==> config.mk <==
export PLATFORM = sky130hd
export DESIGN_NAME = dma_desc_sched
export DESIGN_NICKNAME = d
export VERILOG_FILES = /design/src/rtl/dma_utils_pkg.sv /design/src/rtl/dma_burst_calc.sv /design/src/rtl/dma_desc_sched.sv
export SDC_FILE = /design/constraint.sdc
export NUM_CORES = 1
export LEC_CHECK = 0
export ABC_AREA = 1
export BUFFER_PORTS_ARGS = -buffer_cell sky130_fd_sc_hd__buf_2
export CORE_ASPECT_RATIO = 0.6
export CORE_MARGIN = 5
export CORE_UTILIZATION = 36
export CTS_CLUSTER_SIZE = 28
export DETAILED_ROUTE_END_ITERATION = 7
export GPL_TIMING_DRIVEN = 0
export SLEW_MARGIN = 20
export SYNTH_ARGS = -nofsm -noshare
export SYNTH_HDL_FRONTEND = slang
export SYNTH_SLANG_ARGS = --single-unit
==> constraint.sdc <==
create_clock -name clk -period 10.8 [get_ports clk]
set_input_delay 1.62 -clock clk [delete_from_list [all_inputs] [get_ports clk]]
set_output_delay 1.62 -clock clk [all_outputs]
set_load 0.1 [all_outputs]
==> src/rtl/dma_utils_pkg.sv <==
// Shared DMA types: descriptor and burst-command payloads, scheduler states, sizing constants.
package dma_utils_pkg;

  localparam int unsigned AXI_DATA_WIDTH  = 32;
  localparam int unsigned DMA_ADDR_WIDTH  = 32;
  localparam int unsigned DMA_LEN_WIDTH   = 24;
  localparam int unsigned DMA_BEATS_WIDTH = DMA_LEN_WIDTH + 1;
  localparam int unsigned DMA_NUM_DESC    = 4;
  localparam int unsigned DMA_4K_BOUNDARY = 4096;

  typedef struct packed {
    logic [DMA_ADDR_WIDTH-1:0] src_addr;
    logic [DMA_ADDR_WIDTH-1:0] dst_addr;
    logic [DMA_LEN_WIDTH-1:0]  num_bytes;
    logic                      rd_mode;
    logic                      wr_mode;
    logic                      enable;
  } s_dma_desc_t;

  typedef struct packed {
    logic [DMA_ADDR_WIDTH-1:0] src;
    logic [DMA_ADDR_WIDTH-1:0] dst;
    logic [7:0]                alen;
    logic                      rd_fixed;
    logic                      wr_fixed;
    logic                      last;
  } s_dma_cmd_t;

  typedef enum logic [2:0] {
    ST_IDLE,
    ST_LOAD,
    ST_ISSUE,
    ST_DRAIN,
    ST_DONE
  } dma_sched_st_t;

endpackage

==> src/rtl/dma_burst_calc.sv <==
// Combinational burst sizer: min(beats_rem, max_burst+1, 4 KB room per incrementing side, 16 if any side fixed).
module dma_burst_calc
  import dma_utils_pkg::*;
#(
  parameter int unsigned BYTES_PER_BEAT = AXI_DATA_WIDTH / 8
) (
  input  logic [11:0]                src_off,
  input  logic [11:0]                dst_off,
  input  logic [DMA_BEATS_WIDTH-1:0] beats_rem,
  input  logic [7:0]                 max_burst,
  input  logic                       rd_fixed,
  input  logic                       wr_fixed,
  output logic [8:0]                 beats_c
);

  localparam int unsigned SHIFT = $clog2(BYTES_PER_BEAT);

  logic [12:0] src_room;
  logic [12:0] dst_room;
  logic [8:0]  lim;

  assign src_room = (13'(DMA_4K_BOUNDARY) - {1'b0, src_off}) >> SHIFT;
  assign dst_room = (13'(DMA_4K_BOUNDARY) - {1'b0, dst_off}) >> SHIFT;

  // Successively clamp the AXI length limit by every applicable constraint.
  always_comb begin
    lim = 9'(max_burst) + 9'd1;
    if (!rd_fixed && (13'(lim) > src_room)) lim = src_room[8:0];
    if (!wr_fixed && (13'(lim) > dst_room)) lim = dst_room[8:0];
    if ((rd_fixed || wr_fixed) && (lim > 9'd16)) lim = 9'd16;
    if (DMA_BEATS_WIDTH'(lim) > beats_rem) lim = beats_rem[8:0];
    beats_c = lim;
  end

endmodule

==> src/rtl/dma_desc_sched.sv <==
// Descriptor scheduler: walks enabled descriptors, splits them into AXI-legal bursts, tracks outstanding.
module dma_desc_sched
  import dma_utils_pkg::*;
#(
  parameter int unsigned MAX_OUTSTANDING = 4,
  parameter int unsigned BYTES_PER_BEAT  = AXI_DATA_WIDTH / 8
) (
  input  logic                      clk,
  input  logic                      rst_n,
  input  logic                      dma_go_i,
  input  logic                      dma_abort_i,
  input  logic [7:0]                dma_max_burst_i,
  input  s_dma_desc_t               dma_desc_i [DMA_NUM_DESC],
  output logic                      cmd_valid_o,
  input  logic                      cmd_ready_i,
  output logic [DMA_ADDR_WIDTH-1:0] cmd_src_o,
  output logic [DMA_ADDR_WIDTH-1:0] cmd_dst_o,
  output logic [7:0]                cmd_alen_o,
  output logic                      cmd_rd_fixed_o,
  output logic                      cmd_wr_fixed_o,
  output logic                      cmd_last_o,
  input  logic                      cmp_valid_i,
  input  logic                      cmp_err_i,
  output logic                      dma_done_o,
  output logic                      dma_error_o,
  output logic                      dma_active_o
);

  localparam int unsigned SHIFT = $clog2(BYTES_PER_BEAT);
  localparam int unsigned OUT_W = $clog2(MAX_OUTSTANDING + 1);
  localparam int unsigned IDX_W = $clog2(DMA_NUM_DESC);
  localparam int unsigned CNT_W = IDX_W + 1;
  localparam int unsigned AW    = DMA_ADDR_WIDTH;
  localparam int unsigned BW    = DMA_BEATS_WIDTH;
  localparam logic [AW-1:0] ALIGN_MASK = ~AW'(BYTES_PER_BEAT - 1);

  dma_sched_st_t state;
  logic             go_q;
  logic [CNT_W-1:0] idx;
  logic [AW-1:0]    cur_src;
  logic [AW-1:0]    cur_dst;
  logic [BW-1:0]    beats_rem;
  logic             rd_fix;
  logic             wr_fix;
  logic [OUT_W-1:0] outst;
  logic             abort_req;
  s_dma_cmd_t       cmd_q;

  s_dma_desc_t      cand;
  logic             cand_ok;
  logic             idx_end;
  logic [BW-1:0]    cand_beats;
  logic             is_load;
  logic [AW-1:0]    calc_src;
  logic [AW-1:0]    calc_dst;
  logic [BW-1:0]    calc_rem;
  logic             calc_rdf;
  logic             calc_wrf;
  logic [8:0]       beats;
  logic [AW-1:0]    step;
  logic [AW-1:0]    nxt_src;
  logic [AW-1:0]    nxt_dst;
  logic [BW-1:0]    nxt_rem;
  s_dma_cmd_t       nxt_cmd;
  logic             go_rise;
  logic             hs;
  logic             err_set;
  logic             stop;
  logic             dec;
  logic [OUT_W-1:0] out_nxt;
  logic             out_full_nxt;

  assign go_rise = dma_go_i & ~go_q;
  assign hs      = cmd_valid_o & cmd_ready_i;
  assign err_set = cmp_valid_i & cmp_err_i;
  assign stop    = dma_error_o | err_set | abort_req | dma_abort_i;

  assign dec          = cmp_valid_i & (outst != '0);
  assign out_nxt      = outst + OUT_W'(hs) - OUT_W'(dec);
  assign out_full_nxt = (out_nxt == OUT_W'(MAX_OUTSTANDING));

  assign cand       = dma_desc_i[idx[IDX_W-1:0]];
  assign idx_end    = (idx == CNT_W'(DMA_NUM_DESC));
  assign cand_ok    = cand.enable && (cand.num_bytes != '0);
  assign cand_beats = ({1'b0, cand.num_bytes} + BW'(BYTES_PER_BEAT - 1)) >> SHIFT;

  // In LOAD the first burst is sized straight from the descriptor; later bursts use the running registers.
  assign is_load  = (state == ST_LOAD);
  assign calc_src = is_load ? (cand.src_addr & ALIGN_MASK) : cur_src;
  assign calc_dst = is_load ? (cand.dst_addr & ALIGN_MASK) : cur_dst;
  assign calc_rem = is_load ? cand_beats : beats_rem;
  assign calc_rdf = is_load ? cand.rd_mode : rd_fix;
  assign calc_wrf = is_load ? cand.wr_mode : wr_fix;

  dma_burst_calc #(
    .BYTES_PER_BEAT (BYTES_PER_BEAT)
  ) u_burst_calc (
    .src_off   (calc_src[11:0]),
    .dst_off   (calc_dst[11:0]),
    .beats_rem (calc_rem),
    .max_burst (dma_max_burst_i),
    .rd_fixed  (calc_rdf),
    .wr_fixed  (calc_wrf),
    .beats_c   (beats)
  );

  assign step    = AW'(beats) << SHIFT;
  assign nxt_src = calc_rdf ? calc_src : calc_src + step;
  assign nxt_dst = calc_wrf ? calc_dst : calc_dst + step;
  assign nxt_rem = calc_rem - BW'(beats);

  // Command payload for the burst about to be presented.
  always_comb begin
    nxt_cmd          = '0;
    nxt_cmd.src      = calc_src;
    nxt_cmd.dst      = calc_dst;
    nxt_cmd.alen     = 8'(beats - 9'd1);
    nxt_cmd.rd_fixed = calc_rdf;
    nxt_cmd.wr_fixed = calc_wrf;
    nxt_cmd.last     = (nxt_rem == '0);
  end

  assign cmd_src_o      = cmd_q.src;
  assign cmd_dst_o      = cmd_q.dst;
  assign cmd_alen_o     = cmd_q.alen;
  assign cmd_rd_fixed_o = cmd_q.rd_fixed;
  assign cmd_wr_fixed_o = cmd_q.wr_fixed;
  assign cmd_last_o     = cmd_q.last;

  // Scheduler FSM with registered command, status and outstanding counter.
  always_ff @(posedge clk or negedge rst_n) begin
    if (!rst_n) begin
      state        <= ST_IDLE;
      go_q         <= 1'b0;
      idx          <= '0;
      cur_src      <= '0;
      cur_dst      <= '0;
      beats_rem    <= '0;
      rd_fix       <= 1'b0;
      wr_fix       <= 1'b0;
      outst        <= '0;
      abort_req    <= 1'b0;
      cmd_q        <= '0;
      cmd_valid_o  <= 1'b0;
      dma_done_o   <= 1'b0;
      dma_error_o  <= 1'b0;
      dma_active_o <= 1'b0;
    end else begin
      go_q  <= dma_go_i;
      outst <= out_nxt;
      if (err_set) dma_error_o <= 1'b1;
      case (state)
        ST_IDLE, ST_DONE: begin
          if (go_rise) begin
            state        <= ST_LOAD;
            idx          <= '0;
            outst        <= '0;
            abort_req    <= 1'b0;
            dma_done_o   <= 1'b0;
            dma_error_o  <= 1'b0;
            dma_active_o <= 1'b1;
          end
        end
        ST_LOAD: begin
          if (dma_abort_i) abort_req <= 1'b1;
          if (stop || idx_end) begin
            state <= ST_DRAIN;
          end else if (cand_ok) begin
            cmd_q       <= nxt_cmd;
            cur_src     <= nxt_src;
            cur_dst     <= nxt_dst;
            beats_rem   <= nxt_rem;
            rd_fix      <= cand.rd_mode;
            wr_fix      <= cand.wr_mode;
            cmd_valid_o <= !out_full_nxt;
            state       <= ST_ISSUE;
          end else begin
            idx <= idx + CNT_W'(1);
          end
        end
        ST_ISSUE: begin
          if (dma_abort_i) abort_req <= 1'b1;
          if (cmd_valid_o && !hs) begin
            // A presented command survives an abort, but an error withdraws it before it is accepted.
            if (err_set) begin
              cmd_valid_o <= 1'b0;
              state       <= ST_DRAIN;
            end
          end else if (stop) begin
            cmd_valid_o <= 1'b0;
            state       <= ST_DRAIN;
          end else if (hs && cmd_q.last) begin
            cmd_valid_o <= 1'b0;
            idx         <= idx + CNT_W'(1);
            state       <= ST_LOAD;
          end else if (hs) begin
            cmd_q       <= nxt_cmd;
            cur_src     <= nxt_src;
            cur_dst     <= nxt_dst;
            beats_rem   <= nxt_rem;
            cmd_valid_o <= !out_full_nxt;
          end else begin
            cmd_valid_o <= !out_full_nxt;
          end
        end
        ST_DRAIN: begin
          cmd_valid_o <= 1'b0;
          if (out_nxt == '0) begin
            state        <= ST_DONE;
            dma_done_o   <= 1'b1;
            dma_active_o <= 1'b0;
          end
        end
        default: state <= ST_IDLE;
      endcase
    end
  end

endmodule

==> results of run 1 <==
cells in the final DEF (no fill, tap or decap), types with 18 or more instances in the layout:
cell type and n:
nand2_1 795, buf_2 464, inv_1 341, nor2_1 323, o21ai_0 263, nand3_1 213, dfrtp_1 177, clkbuf_1 63
ha_1 51, a21oi_1 48, nand2_2 47, o22ai_1 47, nand4_1 40, xor2_1 25, nor2_2 24, o21ai_1 22
buf_4 19, nand3_2 19, nor3_1 18
final timing paths:
check / from / to
max in group asynchronous: rst_n / cmd_src_o[4]
min in group asynchronous: rst_n / cmd_dst_o[2]
worst max register to register: state[2] / cur_src[14]
worst min-delay path: cmd_src_o[21] / cmd_src_o[21]
worst min register to register: cmd_src_o[21] / cmd_src_o[21]
worst max-delay path: dma_desc_i[64] / cur_src[14]
metrics by stage:
step | util | std cells | worst slack, ps
2_1_floorplan | - | 2751 | 1501
3_3_place_gp | 0.4290 | 3822 | -836.0
3_5_place_dp | 0.4304 | 3824 | -889.4
4_1_cts | 0.4430 | 3856 | 29.46
5_1_grt | 0.4478 | 3861 | -12.87
6_report | 0.4479 | 3862 | 439.9
critical path: cells and delay by family:
family,cells,cell delay [ps]
adders and majority gates,5,1490
AOI/OAI and AO/OA,9,1420
buffers and inverters,10,1100
and+or+nand+nor,49,5010
metal layers:
| metal | vias to the layer above | track usage | share of wire | wire [um] |
|---|---|---|---|---|
| met5 | - | 0 | 0.00056 | 47 |
| met1 | 9908 | 0.4792 | 0.47 | 39860 |
| met2 | 1011 | 0.4610 | 0.41 | 34300 |
| met3 | 95 | 0.07433 | 0.10 | 8781 |
| met4 | 6 | 0.05316 | 0.017 | 1435 |
| li1 | 9774 | - | - | - |
sequential cells by signal, summed over array words and instances (netlist names), 3 cells and up:
register	count
outst	3
state	3
idx	3
cmd_alen_o	8
cur_src	32
cmd_dst_o	30
cur_dst	32
beats_rem	25
cmd_src_o	30
cell type report:
type                       count  area share
multi-input combinational   2096      0.5120
inverter                     357     0.06511
clock inverter                14    0.006765
tap                          630     0.03805
timing repair buffer         448      0.1115
sequential                   177      0.2138
antenna                        1   0.0001208
clock buffer                  18     0.02072
buffer                       121     0.03189
repair_timing:
action | in CTS | in global routing
setup buffers | 0 | 5
hold buffers | 0 | 0
gates resized for setup | 2 | 42
pin swaps | 0 | 12
endpoints found under the setup margin | 21 | 73
cell families after synthesis:
family                     count (synthesis)
muxes                                      2
buffers and inverters                    478
and+or+nand+nor                         1554
xor gates and xnor gates                  29
DFF                                      177
AOI/OAI and AO/OA                        454
adders and majority gates                 57
==> metrics.cfg, run 1 <==
[clocking]
cts_tree = yes
cts_buffers = 17
cts-root-buf = clkbuf_16
cts_max_path_buffers = 2
htree_levels = 4
clock-sinks = 177
cts.clk_slew.worst_paths_ps = 90
clk_latency_ps = 470

[timing]
setup_tns_ps = 0
setup_viol = 0
worst_slew_pin_slew_ps = 1169
finClkSkew_ps = 20.51
max-slew-margin-rel = 0.2205
hold_viol = 0
fin_hold_ws_ps = 482.7
post-route-period-util = 0.9593
min_period_ps = 10360
slew_viol_final = 0
fmax_mhz = 96.52

[yosys]
ys_ff_latch = 177
synthAdderAreaFrac = 0.04412
yosys_warnings = 0
synth_xor_area_frac = 0.01508
yosys.area.top_type = dfrtp_1
synthSimpleGateAreaFrac = 0.4055
syn-mean-instance-area_um2 = 6.124
synth_area_leaders = dfrtp_1 26%, nand2_1 18%, o21ai_0 7.8%
synthArstFlopShare = 1.000
yosysSeqAreaShare = 0.2629
synthMuxAreaShare = 0.001263
synth_area_mm2 = 0.01685
post-synth-top-count-cell = nand2_1
synth_compound_area_frac = 0.1523
synth_common_cells = 802 x nand2_1, 343 x inv_1, 324 x nor2_1, 264 x o21ai_0, 218 x nand3_1
synthFlopType = dfrtp_1
syn-num-nets = 3187
synth_edf_count = 0
synthCells = 2751
synth_cell_type_count = 61
yosysTopAreaCellShare = 0.2629
synth_top_family_by_area = simple AND/OR/NAND/NOR gates

[finish]
syn2layout_area_growth_pct = 22.97
final_cell_area_mm2 = 0.02071
layout-drive-gt1-share = 0.2222
multi_input_area_mm2 = 0.01061
fill_cells = 4947
nets = 3654
ff_latch_area_mm2 = 0.004429

[die]
die-area_mm2 = 0.05136
rows = 61
die_y_um = 177.6
die_x_um = 289.3
io_pins = 458
initial_core_util = 0.3642
core_area_mm2 = 0.04625

[detailed_routing]
drcViolationCount = 0
vias_per_cell = 5.384
wl_per_cell_um = 21.86
wl_um = 84430
num_vias = 20794
drtIter0Drc = 2337
ant_nets = 0
first_pass_iters = 6

[placement]
dpl-instance-area_mm2 = 0.01991
io_buffers = 441
hpwlAfterDp_um = 69900
finalWeightedCongestion = 0.9964

[grt]
gr-total-overflow = 0
grt_usage = 0.3161
grt_max_degree = 88
grt_pass1_vias = 19110
grt_pass1_wl_um = 121500
antenna_found_initial = 5

[worst_setup_path]
crit_path_start_kind = primary input
cp-end-kind = flip-flop
reg2reg_setup_slack_ps = 610
crit_top_cell = nand2_1
crit_fanout = 10
critPathKind = primary input to flip-flop
critPathMaxStageDelay_ps = 380
critPathArrivalTime_ps = 10680
reg2reg_depth = 71
cp.required_ps = 11120
cp_slowest_cell = fa_2

[outcome]
outcome = finished, final reports clean

[hold_path]
hp-class = flip-flop to flip-flop
min_path_cells = 2

[job]
cap_violations = 0

Power of run 1 is not shown: default switching activity piles up to over one toggle a cycle in this logic, so the estimate is an artifact.
==> run 2, diff against run 1 <==
CORE_UTILIZATION = 40   (was 36)
==> run 2 against run 1 <==
  * Final area shrank 0.56%
  * Die area fell by 9.6%
  * Hold slack better by 0.80 ps
  * Register-to-register slack better by 190 ps
  * Critical endpoint is now cur_src[18]
  * Global-route usage rose by 1.7 points
==> metrics.cfg, run 2 (synthesized netlist as in run 1, its figures left out) <==
[worst_setup_path]
critPathMaxStageDelay_ps = 370
crit_top_cell = nand2_1
timing.rr.end = cur_src[18]
reg2reg_setup_slack_ps = 800
cp_num_buf_inv = 13
cp.required_ps = 11130
cp_top_family = simple AND/OR/NAND/NOR gates
critPathArrivalTime_ps = 10470
critPathKind = primary input to flip-flop
reg2reg_depth = 72
cp_slowest_cell = ha_1
r2r_start = state[2]
crit_path_start_kind = primary input
crit_fanout = 10
cp-end-kind = flip-flop

[grt]
gr-total-overflow = 0
antenna_found_initial = 4
grt_max_degree = 91
grt_pass1_vias = 18951
grt_usage = 0.3331
grt_pass1_wl_um = 116500

[placement]
hpwlAfterDp_um = 66240
finalWeightedCongestion = 1.027
io_buffers = 441

[clocking]
clk_latency_ps = 480
clock-sinks = 177
cts.clk_slew.worst_paths_ps = 80
htree_levels = 4
cts-root-buf = clkbuf_16
cts_max_path_buffers = 2
cts_tree = yes
cts_buffers = 17

[timing]
post-route-period-util = 0.9393
worst_slew_pin_slew_ps = 1188
setup_tns_ps = 0
finClkSkew_ps = 23.51
hold_viol = 0
setup_viol = 0
fmax_mhz = 98.57
min_period_ps = 10140
slew_viol_final = 0
max-slew-margin-rel = 0.2083
rsz0062_at_grt = false

[outcome]
outcome = finished, final reports clean

[detailed_routing]
wl_um = 80650
vias_per_cell = 5.461
num_vias = 20769
ant_nets = 0
drtIter0Drc = 2334
first_pass_iters = 6
wl_per_cell_um = 21.21
drcViolationCount = 0

[finish]
nets = 3653
layout-drive-gt1-share = 0.2189
reg.largest.list = cur_dst (32), cur_src (32)
final_common_cell = nand2_1
fill_cells = 4479
post-route-util = 0.4936
syn2layout_area_growth_pct = 22.27
final_cell_mix = 797 x nand2_1, 463 x buf_2, 341 x inv_1, 323 x nor2_1, 261 x o21ai_0

[die]
die_x_um = 274.9
io_pins = 458
rows = 58
die-area_mm2 = 0.04646
die_y_um = 169.0
core_area_mm2 = 0.04173
initial_core_util = 0.4037

[job]
cap_violations = 0

[hold_path]
hp-class = flip-flop to flip-flop
min_path_cells = 2
hp-start = beats_rem[4]
hold_path_end = beats_rem[4]

run 2: stage by stage:
step	instance area, um^2	std cells	hold slack (ps)	setup WS (ps)
floorplan	16850	2751	444.4	1501
global placement	19770	3762	457.9	-715.2
detailed placement	19830	3764	461.1	-721.2
CTS	20480	3796	485.8	100.4
global route	20600	3802	497.7	13.85
finish	20600	3803	483.5	655.3
run 2: worst min-delay path: cells and delay by family, from the launching register on:
family	cells	cell delay [ps]
flops	1	350
compound gates	1	50
simple gates	1	50
run 2: metal layers:
metal | GRT usage | vias to the layer above | wire (um)
met1 | 0.4961 | 9727 | 36320
met3 | 0.1264 | 114 | 11240
met4 | 0.09202 | 2 | 2113
met2 | 0.4441 | 1140 | 30970
met5 | 0 | - | 7
li1 | - | 9786 | -
run 2: cell type report:
| class | count | area (um^2) | share of cell area |
|---|---|---|---|
| Clock buffer | 17 | 425.4 | 0.02065 |
| Tap cell | 570 | 713.2 | 0.03462 |
| Antenna cell | 3 | 7.507 | 0.0003645 |
| Buffer | 121 | 660.6 | 0.03207 |
| Multi-Input combinational cell | 2096 | 10500 | 0.5099 |
| Clock inverter | 15 | 211.5 | 0.01027 |
| Sequential cell | 177 | 4429 | 0.2150 |
| Inverter | 357 | 1346 | 0.06536 |
| Timing Repair Buffer | 447 | 2302 | 0.1118 |
run 2: how the worst max path moves through the flow:
stage	from	endpoint	cells after the start
after floorplan	dma_desc_i[61]	cur_dst[21]	76
after global placement	dma_desc_i[152]	cmd_last_o	77
after detailed placement	dma_desc_i[243]	cmd_last_o	77
after CTS	dma_desc_i[243]	cur_src[14]	74
after global routing	dma_desc_i[334]	cmd_last_o	76
final	dma_desc_i[339]	cur_src[18]	74
run 2: timing repair:
item / 4_1_cts / 5_1_grt
pin swaps: 0 / 5
hold buffers: 0 / 0
setup buffers: 0 / 4
endpoints found under the setup margin: 6 / 73
gates resized for setup: 2 / 24
Power of run 2 is left out for the same reason.
